==> config.mk <==
export PLATFORM = sky130hd
export DESIGN_NAME = uart_core_param
export DESIGN_NICKNAME = d
export VERILOG_FILES = /design/src/rtl/uart_core_param.sv
export SDC_FILE = /design/constraint.sdc
export NUM_CORES = 1
export LEC_CHECK = 0
export BUFFER_PORTS_ARGS = -buffer_cell sky130_fd_sc_hd__buf_2
export CELL_PAD_IN_SITES_DETAIL_PLACEMENT = 1
export CELL_PAD_IN_SITES_GLOBAL_PLACEMENT = 1
export CORE_MARGIN = 1.5
export CORE_UTILIZATION = 44
export CTS_CLUSTER_DIAMETER = 100
export DETAILED_ROUTE_END_ITERATION = 8
export PLACE_DENSITY_LB_ADDON = 0.1
export RECOVER_POWER = 50
export SLEW_MARGIN = 25
export SYNTH_ARGS = -nofsm -noshare
export SYNTH_HDL_FRONTEND = slang
export SYNTH_SLANG_ARGS = --single-unit
==> constraint.sdc <==
create_clock -name clk -period 2.25 [get_ports clk]
set_input_delay 0.1125 -clock clk [delete_from_list [all_inputs] [get_ports clk]]
set_output_delay 0.1125 -clock clk [all_outputs]
set_load 0.05 [all_outputs]
==> src/rtl/uart_core_param.sv <==
// Parametrised full-duplex UART: configurable divisor, data width, parity and
// stop bits, with parity/framing error detection and internal loopback.
module uart_core_param #(
    parameter int CLKS_PER_BIT = 16,
    parameter int DATA_BITS    = 8,
    parameter int PARITY       = 0,   // 0 none, 1 odd, 2 even
    parameter int STOP_BITS    = 1
) (
    input  logic                 clk,
    input  logic                 rst,
    input  logic                 tx_start,
    input  logic [DATA_BITS-1:0] tx_data,
    output logic                 tx_busy,
    output logic                 tx_done,
    output logic                 txd,
    input  logic                 rxd,
    input  logic                 loopback,
    output logic [DATA_BITS-1:0] rx_data,
    output logic                 rx_valid,
    output logic                 rx_parity_err,
    output logic                 rx_frame_err
);
    localparam int            CW        = $clog2(CLKS_PER_BIT);
    localparam logic [CW-1:0] CNT_LAST  = CW'(CLKS_PER_BIT - 1);
    // Last stop bit ends one cycle early in-state; the final cycle is spent in
    // IDLE so tx_done/!tx_busy coincide with it and back-to-back has no gap.
    localparam logic [CW-1:0] CNT_CUT   = CW'(CLKS_PER_BIT - 2);
    localparam logic [CW-1:0] CNT_HALF  = CW'(CLKS_PER_BIT / 2 - 1);
    localparam logic [3:0]    DATA_LAST = 4'(DATA_BITS - 1);
    localparam logic [3:0]    STOP_LAST = 4'(STOP_BITS - 1);
    localparam logic          HAS_PAR   = (PARITY != 0);
    localparam logic          PAR_ODD   = (PARITY == 1);

    typedef enum logic [2:0] {
        S_IDLE, S_START, S_DATA, S_PARITY, S_STOP, S_WAIT
    } state_e;

    // ---------------- transmitter ----------------
    state_e               tx_state_q, tx_state_d;
    logic [CW-1:0]        tx_cnt_q, tx_cnt_d;
    logic [3:0]           tx_idx_q, tx_idx_d;
    logic [DATA_BITS-1:0] tx_shift_q, tx_shift_d;
    logic                 tx_par_q, tx_par_d;
    logic                 tx_done_q, tx_done_d;
    logic                 txd_q, txd_d;

    // TX next state; txd is derived from the next state so the pin is registered
    always_comb begin
        tx_state_d = tx_state_q;
        tx_cnt_d   = tx_cnt_q;
        tx_idx_d   = tx_idx_q;
        tx_shift_d = tx_shift_q;
        tx_par_d   = tx_par_q;
        tx_done_d  = 1'b0;
        txd_d      = 1'b1;
        case (tx_state_q)
            S_IDLE: begin
                if (tx_start) begin
                    tx_state_d = S_START;
                    tx_cnt_d   = '0;
                    tx_shift_d = tx_data;
                    tx_par_d   = (^tx_data) ^ PAR_ODD;
                end
            end
            S_START: begin
                if (tx_cnt_q == CNT_LAST) begin
                    tx_state_d = S_DATA;
                    tx_cnt_d   = '0;
                    tx_idx_d   = '0;
                end else begin
                    tx_cnt_d = tx_cnt_q + CW'(1);
                end
            end
            S_DATA: begin
                if (tx_cnt_q == CNT_LAST) begin
                    tx_cnt_d   = '0;
                    tx_shift_d = tx_shift_q >> 1;
                    if (tx_idx_q == DATA_LAST) begin
                        tx_idx_d   = '0;
                        tx_state_d = HAS_PAR ? S_PARITY : S_STOP;
                    end else begin
                        tx_idx_d = tx_idx_q + 4'd1;
                    end
                end else begin
                    tx_cnt_d = tx_cnt_q + CW'(1);
                end
            end
            S_PARITY: begin
                if (tx_cnt_q == CNT_LAST) begin
                    tx_cnt_d   = '0;
                    tx_idx_d   = '0;
                    tx_state_d = S_STOP;
                end else begin
                    tx_cnt_d = tx_cnt_q + CW'(1);
                end
            end
            S_STOP: begin
                if (tx_idx_q == STOP_LAST && tx_cnt_q == CNT_CUT) begin
                    tx_state_d = S_IDLE;
                    tx_cnt_d   = '0;
                    tx_idx_d   = '0;
                    tx_done_d  = 1'b1;
                end else if (tx_cnt_q == CNT_LAST) begin
                    tx_cnt_d = '0;
                    tx_idx_d = tx_idx_q + 4'd1;
                end else begin
                    tx_cnt_d = tx_cnt_q + CW'(1);
                end
            end
            default: tx_state_d = S_IDLE;
        endcase
        case (tx_state_d)
            S_START:  txd_d = 1'b0;
            S_DATA:   txd_d = tx_shift_d[0];
            S_PARITY: txd_d = tx_par_d;
            default:  txd_d = 1'b1;
        endcase
    end

    // TX state register
    always_ff @(posedge clk) begin
        if (rst) begin
            tx_state_q <= S_IDLE;
            tx_cnt_q   <= '0;
            tx_idx_q   <= '0;
            tx_shift_q <= '0;
            tx_par_q   <= 1'b0;
            tx_done_q  <= 1'b0;
            txd_q      <= 1'b1;
        end else begin
            tx_state_q <= tx_state_d;
            tx_cnt_q   <= tx_cnt_d;
            tx_idx_q   <= tx_idx_d;
            tx_shift_q <= tx_shift_d;
            tx_par_q   <= tx_par_d;
            tx_done_q  <= tx_done_d;
            txd_q      <= txd_d;
        end
    end

    assign tx_busy = (tx_state_q != S_IDLE);
    assign tx_done = tx_done_q;
    assign txd     = txd_q;

    // ---------------- receiver ----------------
    logic rx_in;
    logic rx_s1_q, rx_s2_q, rx_prev_q;

    assign rx_in = loopback ? txd_q : rxd;

    // Two-flop synchroniser plus a delayed copy for falling-edge detection
    always_ff @(posedge clk) begin
        if (rst) begin
            rx_s1_q   <= 1'b1;
            rx_s2_q   <= 1'b1;
            rx_prev_q <= 1'b1;
        end else begin
            rx_s1_q   <= rx_in;
            rx_s2_q   <= rx_s1_q;
            rx_prev_q <= rx_s2_q;
        end
    end

    state_e               rx_state_q, rx_state_d;
    logic [CW-1:0]        rx_cnt_q, rx_cnt_d;
    logic [3:0]           rx_idx_q, rx_idx_d;
    logic [DATA_BITS-1:0] rx_shift_q, rx_shift_d;
    logic                 rx_par_q, rx_par_d;
    logic                 rx_facc_q, rx_facc_d;   // earlier stop bits seen low
    logic [DATA_BITS-1:0] rx_data_q, rx_data_d;
    logic                 rx_valid_q, rx_valid_d;
    logic                 rx_perr_q, rx_perr_d;
    logic                 rx_ferr_q, rx_ferr_d;

    // RX next state: mid-bit sampling anchored on the start-bit sample point
    always_comb begin
        rx_state_d = rx_state_q;
        rx_cnt_d   = rx_cnt_q;
        rx_idx_d   = rx_idx_q;
        rx_shift_d = rx_shift_q;
        rx_par_d   = rx_par_q;
        rx_facc_d  = rx_facc_q;
        rx_data_d  = rx_data_q;
        rx_perr_d  = rx_perr_q;
        rx_ferr_d  = rx_ferr_q;
        rx_valid_d = 1'b0;
        case (rx_state_q)
            S_IDLE: begin
                if (rx_prev_q && !rx_s2_q) begin
                    rx_state_d = S_START;
                    rx_cnt_d   = '0;
                end
            end
            S_START: begin
                if (rx_cnt_q == CNT_HALF) begin
                    rx_cnt_d  = '0;
                    rx_idx_d  = '0;
                    rx_facc_d = 1'b0;
                    rx_state_d = rx_s2_q ? S_IDLE : S_DATA;
                end else begin
                    rx_cnt_d = rx_cnt_q + CW'(1);
                end
            end
            S_DATA: begin
                if (rx_cnt_q == CNT_LAST) begin
                    rx_cnt_d   = '0;
                    rx_shift_d = {rx_s2_q, rx_shift_q[DATA_BITS-1:1]};
                    if (rx_idx_q == DATA_LAST) begin
                        rx_idx_d   = '0;
                        rx_state_d = HAS_PAR ? S_PARITY : S_STOP;
                    end else begin
                        rx_idx_d = rx_idx_q + 4'd1;
                    end
                end else begin
                    rx_cnt_d = rx_cnt_q + CW'(1);
                end
            end
            S_PARITY: begin
                if (rx_cnt_q == CNT_LAST) begin
                    rx_cnt_d   = '0;
                    rx_idx_d   = '0;
                    rx_par_d   = rx_s2_q;
                    rx_state_d = S_STOP;
                end else begin
                    rx_cnt_d = rx_cnt_q + CW'(1);
                end
            end
            S_STOP: begin
                if (rx_cnt_q == CNT_LAST) begin
                    rx_cnt_d = '0;
                    if (rx_idx_q == STOP_LAST) begin
                        rx_idx_d   = '0;
                        rx_valid_d = 1'b1;
                        rx_data_d  = rx_shift_q;
                        rx_perr_d  = HAS_PAR & ((^rx_shift_q) ^ rx_par_q ^ PAR_ODD);
                        rx_ferr_d  = rx_facc_q | ~rx_s2_q;
                        // a break would otherwise look like a fresh start bit
                        rx_state_d = (rx_facc_q | ~rx_s2_q) ? S_WAIT : S_IDLE;
                    end else begin
                        rx_facc_d = rx_facc_q | ~rx_s2_q;
                        rx_idx_d  = rx_idx_q + 4'd1;
                    end
                end else begin
                    rx_cnt_d = rx_cnt_q + CW'(1);
                end
            end
            S_WAIT: begin
                if (rx_s2_q) rx_state_d = S_IDLE;
            end
            default: rx_state_d = S_IDLE;
        endcase
    end

    // RX state and result registers
    always_ff @(posedge clk) begin
        if (rst) begin
            rx_state_q <= S_IDLE;
            rx_cnt_q   <= '0;
            rx_idx_q   <= '0;
            rx_shift_q <= '0;
            rx_par_q   <= 1'b0;
            rx_facc_q  <= 1'b0;
            rx_data_q  <= '0;
            rx_valid_q <= 1'b0;
            rx_perr_q  <= 1'b0;
            rx_ferr_q  <= 1'b0;
        end else begin
            rx_state_q <= rx_state_d;
            rx_cnt_q   <= rx_cnt_d;
            rx_idx_q   <= rx_idx_d;
            rx_shift_q <= rx_shift_d;
            rx_par_q   <= rx_par_d;
            rx_facc_q  <= rx_facc_d;
            rx_data_q  <= rx_data_d;
            rx_valid_q <= rx_valid_d;
            rx_perr_q  <= rx_perr_d;
            rx_ferr_q  <= rx_ferr_d;
        end
    end

    assign rx_data       = rx_data_q;
    assign rx_valid      = rx_valid_q;
    assign rx_parity_err = rx_perr_q;
    assign rx_frame_err  = rx_ferr_q;

endmodule
## After elaboration in Yosys (flattened, before gate mapping)

Cells that the tools add are included.

| cells by class | value |
|---|---|
| multiplexer cells | 52 |
| bitwise logic cells | 5 |
| equal/unequal tests | 31 |
| reduce and logical (&&, ||, !) cells | 29 |
| add/subtract/negate cells | 4 |

Operators by type and width:

| operator | count |
|---|---|
| $mux W4 | 17 |
| $mux W3 | 15 |
| $pmux W4 S3 | 3 |
| $ne A2 B2 Y1 const B | 11 |
| $eq A3 B2 Y1 const B | 6 |
| $pmux W3 S6 | 1 |
| $add A4 B1 Y4 const B | 4 |
| $mux W8 | 2 |
| $pmux W4 S4 | 1 |
| $pmux W8 S2 | 1 |
| $pmux W3 S5 | 1 |
| $eq A4 B3 Y1 const B | 3 |
| $eq A4 B4 Y1 const B | 3 |
| $reduce_bool A3 Y1 | 4 |
| $eq A3 B1 Y1 const B | 3 |
| $eq A3 B3 Y1 const B | 3 |
| $reduce_or A3 Y1 | 3 |
| $logic_not A4 Y1 | 2 |
| $mux W1 | 8 |
| $reduce_and A4 Y1 | 2 |
| $reduce_and A8 Y1 | 1 |
| $reduce_xor A8 Y1 | 1 |
| $logic_not A3 Y1 | 2 |
| $reduce_and A2 Y1 | 3 |
| 14 further kinds | 21 |

| storage, ports and cells | value |
|---|---|
| bits in registers | 55 |
| logic and storage cells | 140 |
| input bits | 13 |
| output and inout port bits | 14 |

## Logic depth before layout (Yosys ltp)

Gate-level depths: netlist of run 1.

| logic depth | value |
|---|---|
| depth in word-level cells | 6 |
| depth in mapped cells | 7 |
| mapped depth without buffers | 7 |

## Worst setup path before layout of run 1

No wires, ideal clock.

| timing | value |
|---|---|
| kind | reg-to-reg |
| start | reg tx_cnt_q[0] |
| end | reg txd_q, in the netlist txd |
| stages on the path, launching flop included | 8 |
| slack | 419 ps |
| arrival time | 1,697 ps |
| buffers on the path | 1 |
| required time | 2,116 ps |
| period minus slack after synthesis | 1,831 ps |
| setup time | 134 ps |
| path through | dfxtp_1 > ha_1 > and3_1 > and3_1 > clkbuf_1 > a221o_1 > o21ai_0 > o311ai_1 |

| between the ends | value |
|---|---|
| cells in the longest elaborated chain, start to end | 6 |
| elaborated cells between the ends (all ways) | 14 |
| classes of those cells | eq/ne: 5; mux: 8; reduce/logical: 1 |

RTL lines:

| element | line | RTL |
|---|---|---|
| start, declared | 40 | `logic [CW-1:0] tx_cnt_q, tx_cnt_d;` |
| start signal, assigned | 132 | `tx_cnt_q <= tx_cnt_d;` |
| $eq A4 B4 Y1 | 98 | `if (tx_idx_q == STOP_LAST && tx_cnt_q == CNT_CUT) begin` |
| $logic_and A1 B1 Y1 | 98 |  |
| $mux W3 | 98 |  |
| $pmux W3 S5 | 56 | `case (tx_state_q)` |
| $eq A3 B2 Y1 or $eq A3 B1 Y1 (tied branches) | 112 | `case (tx_state_d)` |
| $pmux W1 S3 * | 112 |  |
| end signal, assigned | 137 | `txd_q <= txd_d;` |
| end, declared | 45 | `logic txd_q, txd_d;` |

Mark *: on every way between the ends. The rest lies on a longest branch, timed or not. The select of a mux whose other input is x is not followed.
A chain may end at the register's enable or synchronous reset.

## Worst setup path in the final report of run 1

| timing | value |
|---|---|
| start | reg rx_cnt_q[0] |
| end | reg rx_cnt_q[3] |

| between the ends | value |
|---|---|
| cells in the longest elaborated chain, start to end | 3 |
| elaborated cells between the ends (all ways) | 6 |
| classes of those cells | add/sub: 1; eq/ne: 2; mux: 3 |

RTL lines:

| element | line | RTL |
|---|---|---|
| start, declared | 165 | `logic [CW-1:0] rx_cnt_q, rx_cnt_d;` |
| start signal, assigned | 269 | `rx_cnt_q <= rx_cnt_d;` |
| $add A4 B1 Y4, or another cell as far along | -- |  |
| $mux W4 (on tied branches) | -- |  |
| $pmux W4 S3 * | 187 | `case (rx_state_q)` |

Mark *: on every way between the ends. The rest lies on a longest branch, timed or not.

==> results of run 1 <==
-- cell families after synthesis --
family / count (synthesis)
compound gates: 75
xor+xnor: 9
fa+ha+maj: 7
buf+inv: 29
flops: 55
mux: 20
other cells: 1
simple gates: 116
-- per-layer routing --
metal	vias up	routed length, um
li1	1152	-
met1	1088	2962
met2	31	2699
met3	4	144
met4	0	36
met5	-	0
-- registers in the layout, summed over array words and instances (netlist names), 3 cells and up --
name,cells
tx_cnt_q,4
rx_shift_q,8
tx_state_q,3
rx_cnt_q,4
tx_idx_q,4
rx_data,8
rx_idx_q,4
tx_shift_q,8
rx_state_q,3
-- worst reg2reg max path, stage by stage, from the launching register on --
cell,delay [ns]
dfxtp_1,0.36
ha_1,0.26
and3_1,0.24
a221oi_2,0.40
and2_1,0.31
a41oi_1,0.14
a311oi_1,0.24
-- layout make-up --
type,count,area [um2],share of cell area (%)
sequential,55,1101,36.74
timing repair buffer,33,165.2,5.511
multi-input combinational,228,1473,49.14
tap,75,93.84,3.132
inverter,13,48.80,1.628
clock inverter,3,46.29,1.545
clock buffer,5,68.82,2.296
-- where the power goes --
group          leakage, nW  internal, mW  switching (mW)
clock               0.0548         0.336           0.348
combinational        0.639         0.211           0.314
sequential           0.446          1.02          0.0635
total                 1.14          1.57           0.726
-- worst max path at each step --
stage               slack (ns)  depth (start not counted)                     start                       end
global placement          0.30                          6  tx_cnt_q[0]$_SDFFE_PP0P_            txd$_SDFF_PP1_
floorplan                 0.42                          7  tx_cnt_q[0]$_SDFFE_PP0P_            txd$_SDFF_PP1_
CTS                       0.22                          6  rx_cnt_q[0]$_SDFFE_PP0P_  rx_idx_q[0]$_SDFFE_PP0P_
finish                    0.22                          6  rx_cnt_q[0]$_SDFFE_PP0P_  rx_cnt_q[3]$_SDFFE_PP0P_
detailed placement        0.25                          6  rx_cnt_q[0]$_SDFFE_PP0P_  rx_cnt_q[3]$_SDFFE_PP0P_
global route              0.07                          6  rx_cnt_q[0]$_SDFFE_PP0P_  rx_cnt_q[3]$_SDFFE_PP0P_
-- cell usage after synthesis, drive strengths merged (3+ instances only) --
| cell type | instances |
|---|---|
| o21ai | 13 |
| nor4 | 3 |
| nand3b | 3 |
| a21oi | 21 |
| dfxtp | 55 |
| xnor2 | 8 |
| a22oi | 10 |
| nor2 | 41 |
| ha | 7 |
| a21o | 3 |
| nand2b | 4 |
| a211oi | 6 |
| nand2 | 24 |
| inv | 13 |
| nor3 | 4 |
| and3 | 4 |
| a31oi | 5 |
| buf | 8 |
| nand3 | 13 |
| clkbuf | 8 |
| mux2i | 19 |
| and2 | 5 |
==> reports/results.txt, run 1 <==
highest clock rate - 0.4914 GHz
Total Routing Usage GR - 18.89%
num rows - 28
clk sinks - 55
Worst Hold End - rx_s1_q$_SDFF_PP1_
clock slew at reported path FFs - 0.10 ns
GPL Wtd Cong - 0.8251
P&R area growth vs syn - 10.67%
GR peak layer - met2
Synth Register Bits - 55
synthesized net count - 332
Synth Area in Compound Gates - 18.90%
Inst Count DP - 404
Mapped Cells - 312
RSZ-0062 raised after global routing - false
# DRC - 0
WP buf/inv - 0
mapped cell area - 2708 um2
Die Y - 81.45 um
Hold Crit Class - input pin to register
CP top delay family - compound AO/OA/AOI/OAI gates
Critical Path End Type - register
total power - 2.294 mW
DP Area - 2908 um2
Antenna Nets Post-Route - 0
dpl hpwl - 4307 um
final layout net count - 356
Synth area leaders - dfxtp_1 (41%), mux2i_1 (7.0%), nor2_1 (5.7%), a21oi_1 (3.7%), ha_1 (3.2%)
Die W - 81.45 um
CP cell instances - ha_1 > and3_1 > a221oi_2 > and2_1 > a41oi_1 > a311oi_1
WS Path Type - register to register
Rel. slew slack - 59.50%
worst hold slack - 0.03898 ns
Hold Buf Count CTS - 0
Post-synth EDFFs - 0
hold path startpoint - rxd
status - finished, final reports clean
WP data arrival - 2.26 ns
Peak VDD IR - 0.0003526 V
most frequent cells in the layout - dfxtp_1 (55), nor2_1 (41), nand2_1 (23)
fin cells - 412
initial antenna violation count - 0
FF-to-FF setup slack - 0.22 ns
total wire length - 5842 um
Worst R2R Start - rx_cnt_q[0]$_SDFFE_PP0P_
leading area contributor after synthesis - dfxtp_1
die area - 6633 um2
GR Util met3 - 3.333%
number of setup violations in the final report - 0
number of antenna diodes - 0
CP peak stage delay - 0.40 ns
LEAKAGE - 1.140 nW
Initial Utilization - 45.73%
Final Max Tran Viols - 0
critical path peak fanout - 6
Worst setup SP type - register
worst skew pair latency - 0.31 ns
vias in the first global route - 2197
Worst Max-Slew Pin Slew - 0.6011 ns
ys flop type - dfxtp_1
dpl ws - 0.2511 ns
IO Count - 27
Via density - 5.522
grt met2 use - 31.57%
clock skew - 0.007743 ns
largest family of logic cells by synthesized area - simple AND/OR/NAND/NOR gates
post-synthesis simple-gate area fraction - 22.00%
Critical R2R Capture - rx_cnt_q[3]$_SDFFE_PP0P_
first-pass GRT wire length - 9915 um
fin util - 50.61%
clock buffer count from CTS - 5
Post-synth ARST share - 0%
worst-case clock buffer depth - 2
largest net degree at the start of global routing - 22
Cell Pwr Density - 765.4 nW/um2
yosys warns - 0
Synth top area share - 40.67%
grt ovf - 0
fill cell count - 732
CTS tree - yes
root buf cell - clkbuf_8
Max Cap Viol - 0
core area - 5921 um2
PortBufs - 25
Resize count post-CTS - 0
R2R cell count - 6
commonest non-fill, non-tap cell in the layout - dfxtp_1
layout cell share with drive strength beyond 1 - 10.68%
CTS H-tree depth - 2
final worst-path cycle share - 90.44%
TNS Setup - 0 ns
post-synthesis mux area share - 7.440%
Hold Path Stages - 3
slowest library cell on the worst path - a221oi_2
crit path time final - 2.035 ns
fin area - 2997 um2
M1 GR Usage - 25.34%
Final WS setup - 0.2152 ns
mean routed wirelength per cell - 14.18 um
Via Count - 2275
adder-cell share of the synthesized area - 3.235%
Synth cell types - 55
sequential-to-total area share from yosys stat - 40.67%
Synth Area in XOR/XNOR - 2.911%
Post-CTS Setup Inserts - 0
final hold vios - 0
syn_area_per_cell - 8.678 um2
number of DRC markers in iteration 0 - 139
Worst Path Required - 2.48 ns
drt pass-1 iters - 4
Power figures use the tool's default switching activity.
==> run 2: changes to the inputs <==
Settings changed: ABC_AREA set to 1, CORE_UTILIZATION 44 to 42.
==> reports/results.txt, run 2 <==
status - finished, violations left
failing checks - design-rule violations
die area - 7243 um2 (+9.2%)
CTS H-tree depth - 2 (unchanged)
first-pass GRT wire length - 11700 um (+18%)
Synth area leaders - dfxtp_1 (39%), nand2_1 (17%), nor2_1 (7.8%), inv_1 (6.1%), o21ai_0 (4.9%)
logic gate share of total power - 32.2% (+9.3 points)
Die W - 85.11 um (+4.5%)
ys flop type - dfxtp_1
DP Area - 3029 um2 (+4.2%)
WS Path Type - register to register
Worst setup SP type - register
initial antenna violation count - 0 (unchanged)
mean routed wirelength per cell - 12.74 um (-10%)
Synth Register Bits - 55 (unchanged)
clock buffer count from CTS - 5 (unchanged)
CTS tree - yes
Mapped Cells - 429 (+38%)
Sw Ratio - 38.89% (+7.2 points)
Post-synth EDFFs - 0 (unchanged)
RSZ-0062 raised after global routing - false
Synth cell types - 33 (-40%)
CP peak stage delay - 0.40 ns (about the same)
sequential power share - 44.6% (-2.7 points)
Synth top area share - 38.89% (-1.8 points)
PortBufs - 25 (unchanged)
most common cell in the netlist - nand2_1
Worst path most repeated cell - nand3_1
LEAKAGE - 1.514 nW (+33%)
CP top delay family - simple AND/OR/NAND/NOR gates
Post-CTS Setup Inserts - 0 (unchanged)
Initial Utilization - 44.09% (-1.6 points)
P&R area growth vs syn - 9.324%
commonest non-fill, non-tap cell in the layout - nand2_1
Total Routing Usage GR - 19.69% (+0.80 points)
vias in the first global route - 2745 (+25%)
Via Count - 2739 (+20%)
number of antenna diodes - 0 (unchanged)
Peak VDD IR - 0.0002619 V (-26%)
leading area contributor after synthesis - dfxtp_1
syn_area_per_cell - 6.600 um2 (-24%)
Final Max Tran Viols - 0 (unchanged)
Sw Pwr - 0.9719 mW (+34%)
highest clock rate - 0.5564 GHz (+13%)
most frequent cells in the layout - nand2_1 (130), nor2_1 (59), dfxtp_1 (55)
Worst Path Required - 2.41 ns (-0.07 ns)
core area - 6422 um2 (+8.5%)
Die Y - 85.11 um (+4.5%)
grt ovf - 0 (unchanged)
Inst Count DP - 525 (+30%)
critical path peak fanout - 9 (+3)
num rows - 29 (+3.6%)
clock power share - 23.1% (-6.7 points)
Max Cap Viol - 0 (unchanged)
IO Count - 27 (unchanged)
Worst Max-Slew Pin Slew - 0.8460 ns (+0.2449 ns)
Worst R2R Start - tx_cnt_q[1]$_SDFFE_PP0P_
sequential-to-total area share from yosys stat - 38.89% (-1.8 points)
number of setup violations in the final report - 0 (unchanged)
mapped cell area - 2831 um2 (+4.6%)
# DRC - 5 (+5)
Post-synth top cells - nand2_1 (129), nor2_1 (59), dfxtp_1 (55)
root buf cell - clkbuf_8
hold path startpoint - tx_data[7]
yosys warns - 0 (unchanged)
Critical Path End Type - register
clock slew at reported path FFs - 0.10 ns (about the same)
final worst-path cycle share - 79.88% (-11 points)
Final WS setup - 0.4527 ns (+0.2375 ns)
CP cell instances - ha_1 > nand3_1 > nor2_4 > nor2_4 > nand2_1 > nand3_1 > nand2_1 > nand3_1
fin util - 48.20% (-2.4 points)
layout cell share with drive strength beyond 1 - 9.868% (-0.81 points)
slowest library cell on the worst path - dfxtp_1
crit path time final - 1.797 ns (-0.2375 ns)
clk sinks - 55 (unchanged)
largest net degree at the start of global routing - 31 (+41%)
drt pass-1 iters - 9 (+5)
synthesized net count - 449 (+35%)
Via density - 5.139 (-6.9%)
fin cells - 533 (+29%)
Hold Buf Count CTS - 0 (unchanged)
worst skew pair latency - 0.31 ns (about the same)
WP data arrival - 1.96 ns (-0.30 ns)
final hold vios - 0 (unchanged)
TNS Setup - 0 ns (unchanged)
internal power - 1.527 mW (-2.6%)
clock skew - 0.008284 ns (+0.0005404 ns)
worst-case clock buffer depth - 2 (unchanged)
worst setup path start - tx_cnt_q[1]$_SDFFE_PP0P_
Antenna Nets Post-Route - 0 (unchanged)
GPL Wtd Cong - 0.8342 (+1.1%)
Resize count post-CTS - 0 (unchanged)
total wire length - 6792 um (+16%)
Cell Pwr Density - 807.3 nW/um2 (+5.5%)
Hold Crit Class - input pin to register
number of DRC markers in iteration 0 - 65 (-53%)
final layout net count - 475 (+33%)
dpl ws - 0.5894 ns (+0.3382 ns)
fin area - 3095 um2 (+3.3%)
WP buf/inv - 0 (unchanged)
Rel. slew slack - 43.54% (-16 points)
dpl hpwl - 5074 um (+18%)
Post-synth ARST share - 0% (unchanged)
==> run 2: changes by cell type in the layout (fill, tap and decap cells not counted), sizes merged, moves of 8 or more <==
cell,delta
xnor2,-8
o21ai,+18
mux2i,-19
nand3,+13
nor2,+26
inv,+42
nand2,+108
==> run 2: cells by family after synthesis <==
kind of cell	count (synthesis)	synth area share (%)
other	1	0.1324
flip-flops	55	38.89
buffers and inverters	62	8.528
adder cells (fa/ha/maj)	7	3.093
AO/OA/AOI/OAI	68	12.99
AND/OR/NAND/NOR	233	35.44
XOR/XNOR	3	0.9281
==> run 2: stage by stage <==
step | hold slack [ns] | total power, mW
6_report | 0.08490 | 2.499
3_5_place_dp | 0.4024 | 1.955
2_1_floorplan | 0.2129 | 1.758
5_1_grt | 0.08102 | 2.671
4_1_cts | 0.07416 | 2.540
3_3_place_gp | 0.3732 | 1.916
==> run 2: path summary, 6_finish.rpt <==
| path | to | slack (ns) | cells after the start |
|---|---|---|---|
| setup / recovery | txd$_SDFF_PP1_ | 0.45 | 8 |
| hold reg to reg | rx_s2_q$_SDFF_PP1_ | 0.42 | 1 |
| setup reg to reg | txd$_SDFF_PP1_ | 0.45 | 8 |
| hold / removal | tx_shift_q[7]$_SDFFE_PP0P_ | 0.08 | 3 |
==> run 2: per-layer routing <==
layer / vias to the layer above / GRT usage (%) / routed length (um)
met1: 1301 / 22.38 / 3131
met3: 7 / 3.210 / 141
met2: 26 / 37.88 / 3448
met4: 0 / 4.918 / 71
met5: - / 0 / 0
li1: 1405 / - / -
==> run 2: cell type report <==
cell class                      instances  area, um2
Fill cell                             884       3327
Multi-Input combinational cell        312       1478
Sequential cell                        55       1101
Inverter                               54      202.7
Timing Repair Buffer                   27      123.9
Tap cell                               77      96.34
Clock buffer                            5      68.82
Clock inverter                          3      25.02
==> run 2: power by group through the flow <==
stage / registers, mW / logic (mW) / clock network, mW
global route: 1.13 / 0.922 / 0.624
CTS: 1.11 / 0.825 / 0.600
detailed placement: 1.14 / 0.819 / 0
floorplan: 1.13 / 0.632 / 0
global placement: 1.13 / 0.782 / 0
finish: 1.12 / 0.806 / 0.578
==> run 2: tightest hold or removal path, cell delays in order <==
cell,delay (ns)
buf_2,0.12
nand2_1,0.07
a21oi_1,0.06
==> run 3: changes to the inputs <==
Settings changed: CORE_UTILIZATION 42 to 38.
Clock period 2.25 ns to 1.65 ns, I/O delays scaled along.
==> reports/results.txt, run 3 (synthesis results as in run 2) <==
Worst setup SP type - register
Antenna Nets Post-Route - 0 (unchanged)
clock buffer count from CTS - 5 (unchanged)
crit path time final - 1.542 ns (-0.2556 ns)
Total Routing Usage GR - 17.69% (-2.0 points)
Worst Path Required - 1.86 ns (-0.55 ns)
drt pass-1 iters - 4 (-5)
P&R area growth vs syn - 14.89%
Met1 Routed Length - 3259 um (+4.1%)
status - finished, final reports clean
WS Path Type - register to register
GPL Wtd Cong - 0.8082 (-3.1%)
num rows - 31 (+6.9%)
Initial Utilization - 39.25% (-4.8 points)
initial antenna violation count - 0 (unchanged)
Via density - 4.771 (-7.2%)
fin cells - 563 (+5.6%)
uppermost layer routed - met4
Inst Count DP - 554 (+5.5%)
WP data arrival - 1.75 ns (-0.21 ns)
worst skew pair latency - 0.32 ns (about the same)
grt ovf - 0 (unchanged)
vias in the first global route - 2571 (-6.3%)
mean routed wirelength per cell - 11.90 um (-6.6%)
WL met2 - 3263 um (-5.4%)
TNS Setup - 0 ns (unchanged)
FF-to-FF setup slack - 0.11 ns (-0.34 ns)
CTS tree - yes
final worst-path cycle share - 93.43% (+14 points)
met3 WL - 130 um (-7.8%)
most frequent cells in the layout - nand2_1 (125), nor2_1 (59), dfxtp_1 (53)
layout cell share with drive strength beyond 1 - 14.66% (+4.8 points)
number of antenna diodes - 0 (unchanged)
dpl ws - 0.04126 ns (-0.5481 ns)
final layout net count - 483 (+1.7%)
Max Cap Viol - 0 (unchanged)
dpl hpwl - 5137 um (+1.2%)
number of setup violations in the final report - 0 (unchanged)
LEAKAGE - 1.568 nW (+3.6%)
Die Y - 89.32 um (+5.0%)
Die W - 89.32 um (+5.0%)
highest clock rate - 0.6487 GHz (+17%)
root buf cell - clkbuf_8
Final Max Tran Viols - 0 (unchanged)
Hold Crit Class - input pin to register
clock slew at reported path FFs - 0.10 ns (about the same)
die area - 7978 um2 (+10%)
first-pass GRT wire length - 11200 um (-4.3%)
total wire length - 6698 um (-1.4%)
Via Count - 2686 (-1.9%)
largest net degree at the start of global routing - 31 (unchanged)
Cell Pwr Density - 1065 nW/um2 (+32%)
clock skew - 0.01349 ns (+0.005209 ns)
Rel. slew slack - 60.37% (+17 points)
core area - 7214 um2 (+12%)
PortBufs - 25 (unchanged)
Worst Max-Slew Pin Slew - 0.5970 ns (-0.2489 ns)
critical path peak fanout - 9 (unchanged)
Peak VDD IR - 0.0004554 V (+74%)
clk sinks - 55 (unchanged)
commonest non-fill, non-tap cell in the layout - nand2_1
number of DRC markers in iteration 0 - 38 (-42%)
CTS H-tree depth - 2 (unchanged)
Critical Path End Type - register
worst-case clock buffer depth - 2 (unchanged)
Post-CTS Setup Inserts - 0 (unchanged)
final hold vios - 0 (unchanged)
IO Count - 27 (unchanged)
Final WS setup - 0.1083 ns (-0.3444 ns)
# DRC - 0 (-5)
==> run 3: final timing paths <==
path / startpoint / endpoint / depth (start not counted)
max reg2reg: tx_cnt_q[0]$_SDFFE_PP0P_ / tx_idx_q[2]$_SDFFE_PP0P_ / 7
min reg2reg: rx_s1_q$_SDFF_PP1_ / rx_s2_q$_SDFF_PP1_ / 1
max: tx_cnt_q[0]$_SDFFE_PP0P_ / tx_idx_q[2]$_SDFFE_PP0P_ / 7
min: rxd / rx_s1_q$_SDFF_PP1_ / 3
==> run 3: repair_timing <==
item                       4_1_cts  5_1_grt
setup endpoints to repair        0       29
resized for setup                0       16
hold buffers                     1        0
hold endpoints to repair         1        0
==> run 3: routing by layer <==
layer	track usage, %	vias up
met5	0	-
met4	3.916	0
met3	2.770	5
met2	31.51	21
met1	22.47	1243
li1	-	1417
==> run 3: stage by stage <==
step                total power [mW]  util [%]  hold slack, ns  area [um2]
global placement               2.660     43.27          0.2864        3122
floorplan                      2.397         -          0.1829        2831
global route                   3.754     45.09         0.03094        3253
finish                         3.464     45.09         0.03181        3253
detailed placement             2.683     43.27          0.3070        3122
CTS                            3.508     44.75         0.02109        3228
==> run 3: cell type report <==
class | instances | area [um2]
well taps | 99 | 123.9
flip-flops and latches | 55 | 1104
fillers | 992 | 3961
clock inverters | 3 | 27.53
clock buffers | 5 | 68.82
repair buffers | 35 | 198.9
inverters | 54 | 205.2
multi-input cells | 312 | 1525
==> run 3: worst max-delay path, cell delays in order, from the launching register on <==
cell and delay, ns:
dfxtp_1 0.39, ha_1 0.26, nand3_4 0.16, nand2_1 0.13, nand2_1 0.11, nand3b_1 0.24
nand2_1 0.10, a21oi_1 0.06
==> run 3: power by group <==
group          internal [mW]  switching, mW  total (mW)
sequential              1.43         0.0886        1.52
combinational          0.380          0.755        1.13
clock                  0.313          0.494       0.807
total                   2.13           1.34        3.46
